==> config.mk <==
export PLATFORM = sky130hd
export DESIGN_NAME = instr_sequencer
export DESIGN_NICKNAME = d
export VERILOG_FILES = /design/src/rtl/core_pkg.sv /design/src/rtl/mem_timeout_ctr.sv /design/src/rtl/instr_sequencer.sv
export SDC_FILE = /design/constraint.sdc
export NUM_CORES = 1
export LEC_CHECK = 0
export BUFFER_PORTS_ARGS = -buffer_cell sky130_fd_sc_hd__buf_2
export CORE_ASPECT_RATIO = 1.75
export CORE_UTILIZATION = 44
export CTS_CLUSTER_DIAMETER = 100
export CTS_CLUSTER_SIZE = 30
export DETAILED_ROUTE_END_ITERATION = 6
export PLACE_DENSITY = 0.66
export SLEW_MARGIN = 15
export SYNTH_ARGS = -nofsm -noshare
export SYNTH_HDL_FRONTEND = slang
export SYNTH_SLANG_ARGS = --single-unit
==> constraint.sdc <==
create_clock -name clk -period 5 [get_ports clk]
set_clock_uncertainty 0.15 [all_clocks]
set_input_delay 0.25 -clock clk [delete_from_list [all_inputs] [get_ports clk]]
set_output_delay 0.25 -clock clk [all_outputs]
set_load 0.02 [all_outputs]
==> src/rtl/core_pkg.sv <==
// Shared core definitions: opcode map, sequencer state encoding, opcode class helper.
package core_pkg;

    localparam int unsigned OPCODE_W = 5;
    localparam int unsigned STATE_W  = 3;

    typedef logic [OPCODE_W-1:0] opcode_t;

    // ALU / control class
    localparam opcode_t OP_NOP               = 5'h00;
    localparam opcode_t OP_ADD               = 5'h01;
    localparam opcode_t OP_SUB               = 5'h02;
    localparam opcode_t OP_AND               = 5'h03;
    localparam opcode_t OP_OR                = 5'h04;
    localparam opcode_t OP_XOR               = 5'h05;
    localparam opcode_t OP_SHL               = 5'h06;
    localparam opcode_t OP_SHR               = 5'h07;
    // Memory class
    localparam opcode_t OP_LOAD_BYTE         = 5'h08;
    localparam opcode_t OP_STORE_BYTE        = 5'h09;
    localparam opcode_t OP_LOAD_TOP_BYTE     = 5'h0A;
    localparam opcode_t OP_STORE_TOP_BYTE    = 5'h0B;
    localparam opcode_t OP_STORE_TOP_BYTE_I  = 5'h0C;
    localparam opcode_t OP_LOAD_LOWER_H_BYTE = 5'h0D;
    localparam opcode_t OP_LOAD_UPPER_H_BYTE = 5'h0E;
    // Branches (taken-ness comes from the decoder's jump_en)
    localparam opcode_t OP_B                 = 5'h10;
    localparam opcode_t OP_BEQ               = 5'h11;
    // Two-phase register exchange
    localparam opcode_t OP_SWAP              = 5'h1F;

    // Sequencer state encoding
    typedef logic [STATE_W-1:0] seq_state_t;

    localparam seq_state_t ST_IDLE     = 3'd0;
    localparam seq_state_t ST_FETCH    = 3'd1;
    localparam seq_state_t ST_EXEC     = 3'd2;
    localparam seq_state_t ST_MEM_WAIT = 3'd3;
    localparam seq_state_t ST_SWAP2    = 3'd4;
    localparam seq_state_t ST_HALT     = 3'd5;

    // True for opcodes that must wait on the data-memory handshake
    function automatic logic is_mem_op(input opcode_t op);
        logic res;
        case (op)
            OP_LOAD_BYTE,
            OP_STORE_BYTE,
            OP_LOAD_TOP_BYTE,
            OP_STORE_TOP_BYTE,
            OP_STORE_TOP_BYTE_I,
            OP_LOAD_LOWER_H_BYTE,
            OP_LOAD_UPPER_H_BYTE: res = 1'b1;
            default:              res = 1'b0;
        endcase
        return res;
    endfunction

endpackage

==> src/rtl/mem_timeout_ctr.sv <==
// MEM_WAIT watchdog: load starts the count at 1, inc advances it, expire_c flags the limit.
module mem_timeout_ctr #(
    parameter int unsigned MEM_TIMEOUT = 15
) (
    input  logic clk,
    input  logic reset,
    input  logic load,
    input  logic clear,
    input  logic inc,
    output logic expire_c
);

    localparam int unsigned CTR_W = $clog2(MEM_TIMEOUT + 1);

    logic [CTR_W-1:0] count;

    // Wait-cycle counter; holds at the limit so it can never wrap back into range
    always_ff @(posedge clk or negedge reset) begin
        if (!reset) begin
            count <= '0;
        end else if (clear) begin
            count <= '0;
        end else if (load) begin
            count <= CTR_W'(1);
        end else if (inc && !expire_c) begin
            count <= count + CTR_W'(1);
        end
    end

    assign expire_c = (count == CTR_W'(MEM_TIMEOUT));

endmodule

==> src/rtl/instr_sequencer.sv <==
// Fetch/execute sequencer: owns the PC, stretches memory ops until ack,
// splits SWAP into two write phases and halts on branch-to-self or PC end.
module instr_sequencer
    import core_pkg::*;
#(
    parameter int unsigned PC_W        = 10,
    parameter int unsigned START_PC    = 0,
    parameter int unsigned MEM_TIMEOUT = 15,
    parameter int unsigned CNT_W       = 16
) (
    input  logic             clk,
    input  logic             reset,
    input  logic             start,
    input  logic [4:0]       opcode,
    input  logic             jump_en,
    input  logic [PC_W-1:0]  target,
    input  logic             mem_ack,
    output logic [PC_W-1:0]  pc,
    output logic             ir_load,
    output logic             mem_req,
    output logic             wb_en,
    output logic             swap_phase,
    output logic             busy,
    output logic             done,
    output logic             err,
    output logic [CNT_W-1:0] instr_count
);

    localparam logic [PC_W-1:0]  PC_START = PC_W'(START_PC);
    localparam logic [PC_W-1:0]  PC_LAST  = '1;
    localparam logic [CNT_W-1:0] CNT_MAX  = '1;

    seq_state_t       state;
    seq_state_t       state_nxt;
    logic [PC_W-1:0]  pc_nxt;
    logic [CNT_W-1:0] cnt_nxt;
    logic             err_nxt;
    logic             commit;
    logic             ctr_load;
    logic             ctr_clear;
    logic             ctr_inc;
    logic             ctr_expire_c;

    mem_timeout_ctr #(
        .MEM_TIMEOUT (MEM_TIMEOUT)
    ) u_mem_timeout_ctr (
        .clk      (clk),
        .reset    (reset),
        .load     (ctr_load),
        .clear    (ctr_clear),
        .inc      (ctr_inc),
        .expire_c (ctr_expire_c)
    );

    // State, PC, commit counter and error flag
    always_ff @(posedge clk or negedge reset) begin
        if (!reset) begin
            state       <= ST_IDLE;
            pc          <= PC_START;
            instr_count <= '0;
            err         <= 1'b0;
        end else begin
            state       <= state_nxt;
            pc          <= pc_nxt;
            instr_count <= cnt_nxt;
            err         <= err_nxt;
        end
    end

    // Next-state, strobes and commit resolution
    always_comb begin
        state_nxt  = state;
        pc_nxt     = pc;
        cnt_nxt    = instr_count;
        err_nxt    = err;
        ir_load    = 1'b0;
        mem_req    = 1'b0;
        wb_en      = 1'b0;
        swap_phase = 1'b0;
        commit     = 1'b0;
        ctr_load   = 1'b0;
        ctr_clear  = 1'b0;
        ctr_inc    = 1'b0;

        case (state)
            ST_IDLE, ST_HALT: begin
                if (start) begin
                    state_nxt = ST_FETCH;
                    pc_nxt    = PC_START;
                    cnt_nxt   = '0;
                    err_nxt   = 1'b0;
                end
            end
            ST_FETCH: begin
                ir_load   = 1'b1;
                state_nxt = ST_EXEC;
            end
            ST_EXEC: begin
                if (opcode == OP_SWAP) begin
                    wb_en     = 1'b1;
                    state_nxt = ST_SWAP2;
                end else if (is_mem_op(opcode)) begin
                    mem_req = 1'b1;
                    if (mem_ack) begin
                        wb_en  = 1'b1;
                        commit = 1'b1;
                    end else begin
                        ctr_load  = 1'b1;
                        state_nxt = ST_MEM_WAIT;
                    end
                end else begin
                    wb_en  = 1'b1;
                    commit = 1'b1;
                end
            end
            ST_MEM_WAIT: begin
                mem_req = 1'b1;
                if (mem_ack) begin
                    wb_en     = 1'b1;
                    commit    = 1'b1;
                    ctr_clear = 1'b1;
                end else if (ctr_expire_c) begin
                    state_nxt = ST_HALT;
                    err_nxt   = 1'b1;
                    ctr_clear = 1'b1;
                end else begin
                    ctr_inc = 1'b1;
                end
            end
            ST_SWAP2: begin
                wb_en      = 1'b1;
                swap_phase = 1'b1;
                commit     = 1'b1;
            end
            default: begin
                state_nxt = ST_IDLE;
            end
        endcase

        // Retire: count, then pick halt / branch / fall-through
        if (commit) begin
            if (instr_count != CNT_MAX) begin
                cnt_nxt = instr_count + CNT_W'(1);
            end
            if (jump_en && (target == pc)) begin
                state_nxt = ST_HALT;
            end else if (jump_en) begin
                pc_nxt    = target;
                state_nxt = ST_FETCH;
            end else if (pc == PC_LAST) begin
                state_nxt = ST_HALT;
            end else begin
                pc_nxt    = pc + PC_W'(1);
                state_nxt = ST_FETCH;
            end
        end
    end

    // Status decoded from the state register
    always_comb begin
        busy = (state == ST_FETCH) || (state == ST_EXEC) ||
               (state == ST_MEM_WAIT) || (state == ST_SWAP2);
        done = (state == ST_HALT);
    end

endmodule

# Yosys cells after proc, flatten, opt, wreduce, memory -nomap -nowiden
# Cells that the tools add are included.
# W data, S select, Z words.
[op_classes]
addsub = 3
eq_ne = 26
n_mux = 52
reduce_logical = 13
[op_table]
columns = ["operator", "n"]
rows = [
  ["$mux W16", 4],
  ["$mux W10", 6],
  ["$eq A5 B4 Y1 const B", 7],
  ["$mux W3", 10],
  ["$mux W1", 24],
  ["$add A16 B1 Y16 const B", 1],
  ["$ne A16 B16 Y1 const B", 1],
  ["$pmux W3 S5", 1],
  ["$mux W4", 3],
  ["$add A10 B1 Y10 const B", 1],
  ["$eq A10 B10 Y1", 1],
  ["$eq A10 B10 Y1 const B", 1],
  ["$ne A4 B4 Y1 const B", 2],
  ["$reduce_or A7 Y1", 1],
  ["$eq A3 B2 Y1 const B", 2],
  ["$eq A3 B3 Y1 const B", 2],
  ["$ne A2 B2 Y1 const B", 3],
  ["$ne A3 B3 Y1 const B", 2],
  ["$pmux W1 S3", 2],
  ["$reduce_and A6 Y1", 1],
  ["$eq A5 B5 Y1 const B", 1],
  ["$add A4 B1 Y4 const B", 1],
  ["$eq A4 B4 Y1 const B", 1],
  ["$pmux W1 S2", 2],
  ["other kinds (11)", 14],
]
[word_totals]
register_bits = 34
inputBits = 20
out_inout_bits = 33
word_cells = 99

# Logic depth before layout (Yosys ltp)
[depth]
word_depth = 10
depth_mapped = 9
mapped_depth_nobuf = 6

# Cells and area by module
# A second synthesis with hierarchy kept.
[unflattened]
hier_cells = 267
area_unflattened_um2 = 2302.2
[by_module_without_submodules]
columns = ["mod", "n_inst", "cells_per_inst", "area_per_inst_um2", "seq_area_each_um2"]
rows = [
  ["instr_sequencer", 1, 244, 2087.0, 750.7],
  ["mem_timeout_ctr", 1, 23, 215.2, 100.1],
]

# Worst setup path after synthesis
# No wires, ideal clock.
[synth_timing]
path_type = "register to register"
start = "reg state[2]"
end = "reg pc[2]"
setup_ns = 0.126
arrival_ns = 1.887
t_required_ns = 4.724
path_slack_ns = 2.837
stages_incl_launch_ff = 9
n_path_buf = 3
period_less_slack_ns = 2.163
cell_sequence = "dfrtp_1 > buf_6 > nor2b_4 > buf_6 > a21oi_2 > a211o_1 > buf_6 > o31a_4 > a221o_1"
[synth_via]
elab_chain_len = 7
word_cells_on_any_way = 12
classes_between = "eq/ne: 4; mux: 6; reduce/logical: 2"
[synth_lines]
columns = ["item", "line_no", "source"]
rows = [
  ["from (decl)", "instr_sequencer.sv:33", "seq_state_t state;"],
  ["from (signal assigned)", "instr_sequencer.sv:63", "state <= state_nxt;"],
  ["$eq A3 B3 Y1 or $logic_not A3 Y1 (tied branches)", "instr_sequencer.sv:85", "case (state)"],
  ["$reduce_or A2 Y1", "instr_sequencer.sv:85", ""],
  ["$mux W10", "instr_sequencer.sv:85", ""],
  ["$mux W10", "instr_sequencer.sv:150", "end else if (pc == PC_LAST) begin"],
  ["$mux W10", "instr_sequencer.sv:147", "end else if (jump_en) begin"],
  ["$mux W10", "instr_sequencer.sv:145", "if (jump_en && (target == pc)) begin"],
  ["$mux W10 (*)", "instr_sequencer.sv:141", "if (commit) begin"],
  ["via pc_nxt[2]", "instr_sequencer.sv:35", "logic [PC_W-1:0] pc_nxt;"],
  ["to (signal assigned)", "instr_sequencer.sv:64", "pc <= pc_nxt;"],
  ["to (decl)", "instr_sequencer.sv:18", "output logic [PC_W-1:0] pc,"],
]
# Mark *: on every way through the listed nets, which the timed path passes. The rest lies on a longest branch.
# A chain may end at the register's enable or synchronous reset.

# Final worst setup path
[layout_timing]
start = "reg state[1]"
end = "reg pc[4]"
# The elaborated chain is that of the path after synthesis.

==> impl_metrics.toml <==
[run_status]
status = "finished, violations left"
violations = "DRC"

[clock_tree]
cts_tree = "built"
h-tree-depth = 2
cts_buffers = 5
clk_pin_slew_ns = 0.07
insertion_delay_ns = 0.28
cts.path.max_buffers = 2
cts-resized-gates = 0
cts_num_sinks = 34
root_buffer = "clkbuf_8"

[routing]
final_antenna_net_count = 0
drtIter0Drc = 107
drt-total-wl_mm = 5.92
viasPerCell = 6.12
wl_met2_mm = 3.18
met3_length_um = 176
wl_per_cell_um = 16.6
dr.pass1.iters = 6
top_layer = "met4"
drc = 8
vias = 2177
wl_met1_mm = 2.44

[sta]
fin_crit_ns = 2.71
hold_viol = 0
max_freq_ghz = 0.370
setup_tns_ns = 0
grt_setup_unrepaired = "false"
post-route-period-util_pct = 54.1
final_max_slew_viol_count = 0
setup_viol = 0
max_slew_margin_pct = 40.9
tightest_slew_ns = 0.881
worst_hold_slack_ns = 0.185

[worst_setup_path]
cp_slowest_stage_delay_ns = 0.58
path_class = "reg -> reg"
r2r_cells = 5
end_kind = "register"
worstReg2RegEnd = "pc[4]"
crit_path_start_kind = "register"
worst_ep_arrival_time_ns = 2.72
crit_path_max_fanout = 26
r2r_start = "state[1]"
cp_slowest_cell = "a211o_1"
crit_start = "state[1]"
worst_ep_required_time_ns = 5.02
crit_path_cell_trace = "nor2b_4 > o21ai_1 > a211o_1 > o31a_4 > a221o_1"
reg2reg_slack_ns = 2.29

[global_route]
antenna_found_initial = 0
grt_util_all_layers_pct = 22.4
grt_pass1_vias = 2051
gr-total-overflow = 0
grt_pass1_wl_mm = 9.75
grt_max_degree = 35

[yosys]
async_flop_share_pct = 100
synth_top_cell_by_area = "dfrtp_1"
synth.area.top_cells = "dfrtp_1, mux2i_1, xnor2_1"
synth_edf_count = 0
synthDistinctLibCells = 52
syn_inst = 257
synth_warnings = 0
synth_seq_area_share_pct = 36.9
synth-main-ff-cell = "dfrtp_1"
synth_fp_nets = 280
ys_ff_latch = 34
yosys.area.top_type_share_pct = 36.9
avgSynthCellArea_um2 = 8.97
netlist_area_um2 = 2310

[place]
io_buffer_count = 52
gp_congestion = 0.836
dp_hpwl_mm = 4.28
placedCellCount = 348

[worst_hold_path]
hold_start = "target[0]"
min_to = "pc[0]"
min_path_type = "in -> reg"
hold_depth = 3

[cells_and_area]
fin_cells = 356
area_growth_syn_to_layout_pct = 16.1
n_fill_cell = 497
drive_gt1_share_pct = 22.2
diodes = 0
nNetsFinal = 325

[pwr]
p_per_area_nw_per_um2 = 509
power_leakage_nw = 1.21
vdd_ir_drop_max_v = 0.000364
fin_total_pwr_mw = 1.36

[die]
start_util_pct = 45.9
rows = 34
die_h_um = 97.8
core_um2 = 5020
die_x_um = 56.7
die-area_um2 = 5550
ios = 53

[flow_run]
drv_cap = 0
worst max-delay path, delay by kind of cell (launching register included):
kind | cells | cell delay, ns
compound gates | 4 | 1.60
flops | 1 | 0.54
simple gates | 1 | 0.31
state kept, by name, summed over array words and instances, names as in the netlist:
name / count
err: 1
instr_count: 16
pc: 10
u_mem_timeout_ctr.count: 4
state: 3
metal layers:
layer | vias up | GRT usage, %
met5 | - | 0
met4 | 0 | 9.04
met3 | 8 | 3.05
met2 | 56 | 41.8
met1 | 1050 | 24.9
li1 | 1063 | -
area by class of cell:
type	count	area (µm²)	area share (%)
Clock inverter	1	30.0	1.12
Multi-Input combinational cell	202	1350	50.4
Timing Repair Buffer	54	278	10.4
Clock buffer	6	82.6	3.08
Inverter	5	18.8	0.701
Tap cell	54	67.6	2.52
Sequential cell	34	851	31.8
layout by cell type, fill, tap and decap left out, drive strengths merged, types with 4 or more instances in the layout:
master	n
o211ai	4
xnor2	13
dfrtp	34
mux2i	13
nand3	15
inv	5
o21ai	8
a31oi	4
a22oi	5
nor4	4
nor2	16
a21o	4
o311ai	4
nor3	11
nor3b	4
buf	53
a21oi	8
clkbuf	6
nand2b	5
nand4	10
nand2	24
and3	8
per-stage QoR:
stage          instance area [µm²]  setup WS [ns]  util, %
2_1_floorplan                 2310           2.84        -
3_3_place_gp                  2550           2.41     50.9
3_5_place_dp                  2550           2.34     50.9
4_1_cts                       2680           2.32     53.3
5_1_grt                       2680           2.16     53.3
6_report                      2680           2.29     53.3
kinds of logic after synthesis:
family | count (synthesis) | synth area share, %
and+or+nand+nor | 108 | 25.0
DFF | 34 | 36.9
adders and majority gates | 3 | 1.63
AOI/OAI and AO/OA | 64 | 21.0
muxes | 13 | 5.64
xor gates and xnor gates | 14 | 5.32
buffers and inverters | 21 | 4.56
cells in the mapped netlist (2+ instances only):
| master | n |
|---|---|
| dfrtp_1 | 34 |
| a32o_1 | 2 |
| nand2_1 | 24 |
| o2bb2ai_1 | 2 |
| buf_2 | 3 |
| nand3b_1 | 2 |
| o41ai_1 | 2 |
| nor3_1 | 10 |
| nor4_1 | 4 |
| mux2i_1 | 13 |
| xnor2_1 | 13 |
| o31ai_1 | 3 |
| nand2b_1 | 5 |
| nor3b_1 | 4 |
| inv_1 | 5 |
| a211o_1 | 2 |
| clkbuf_1 | 10 |
| and3_1 | 8 |
| nand3_1 | 15 |
| o211ai_1 | 4 |
| a221o_1 | 3 |
| a22oi_1 | 5 |
| ha_1 | 3 |
| nor2_1 | 16 |
| nand4_1 | 10 |
| o311ai_0 | 4 |
| buf_6 | 3 |
| a31oi_1 | 4 |
| a211oi_1 | 2 |
| a21boi_0 | 3 |
| a21o_1 | 4 |
| o21ai_0 | 7 |
| a21oi_1 | 7 |
| nor4b_1 | 3 |
what timing repair did:
action | in CTS | in global routing
buffers inserted | 0 | 0
hold buffers | 1 | 0
endpoints found under the hold margin | 34 | 0
worst max-delay path by stage:
stage,to,slack (ns),depth (start not counted)
after global placement,pc[7],2.41,5
final,pc[4],2.29,5
after CTS,pc[4],2.32,5
after global routing,pc[9],2.16,5
after floorplan,pc[2],2.84,8
after detailed placement,pc[4],2.34,5
power breakdown:
part	switching, mW	internal [mW]
Sequential	0.130	0.342
Clock	0.102	0.160
Combinational	0.371	0.257
Total	0.603	0.759
No activity file was read; power rests on OpenSTA's default activity.
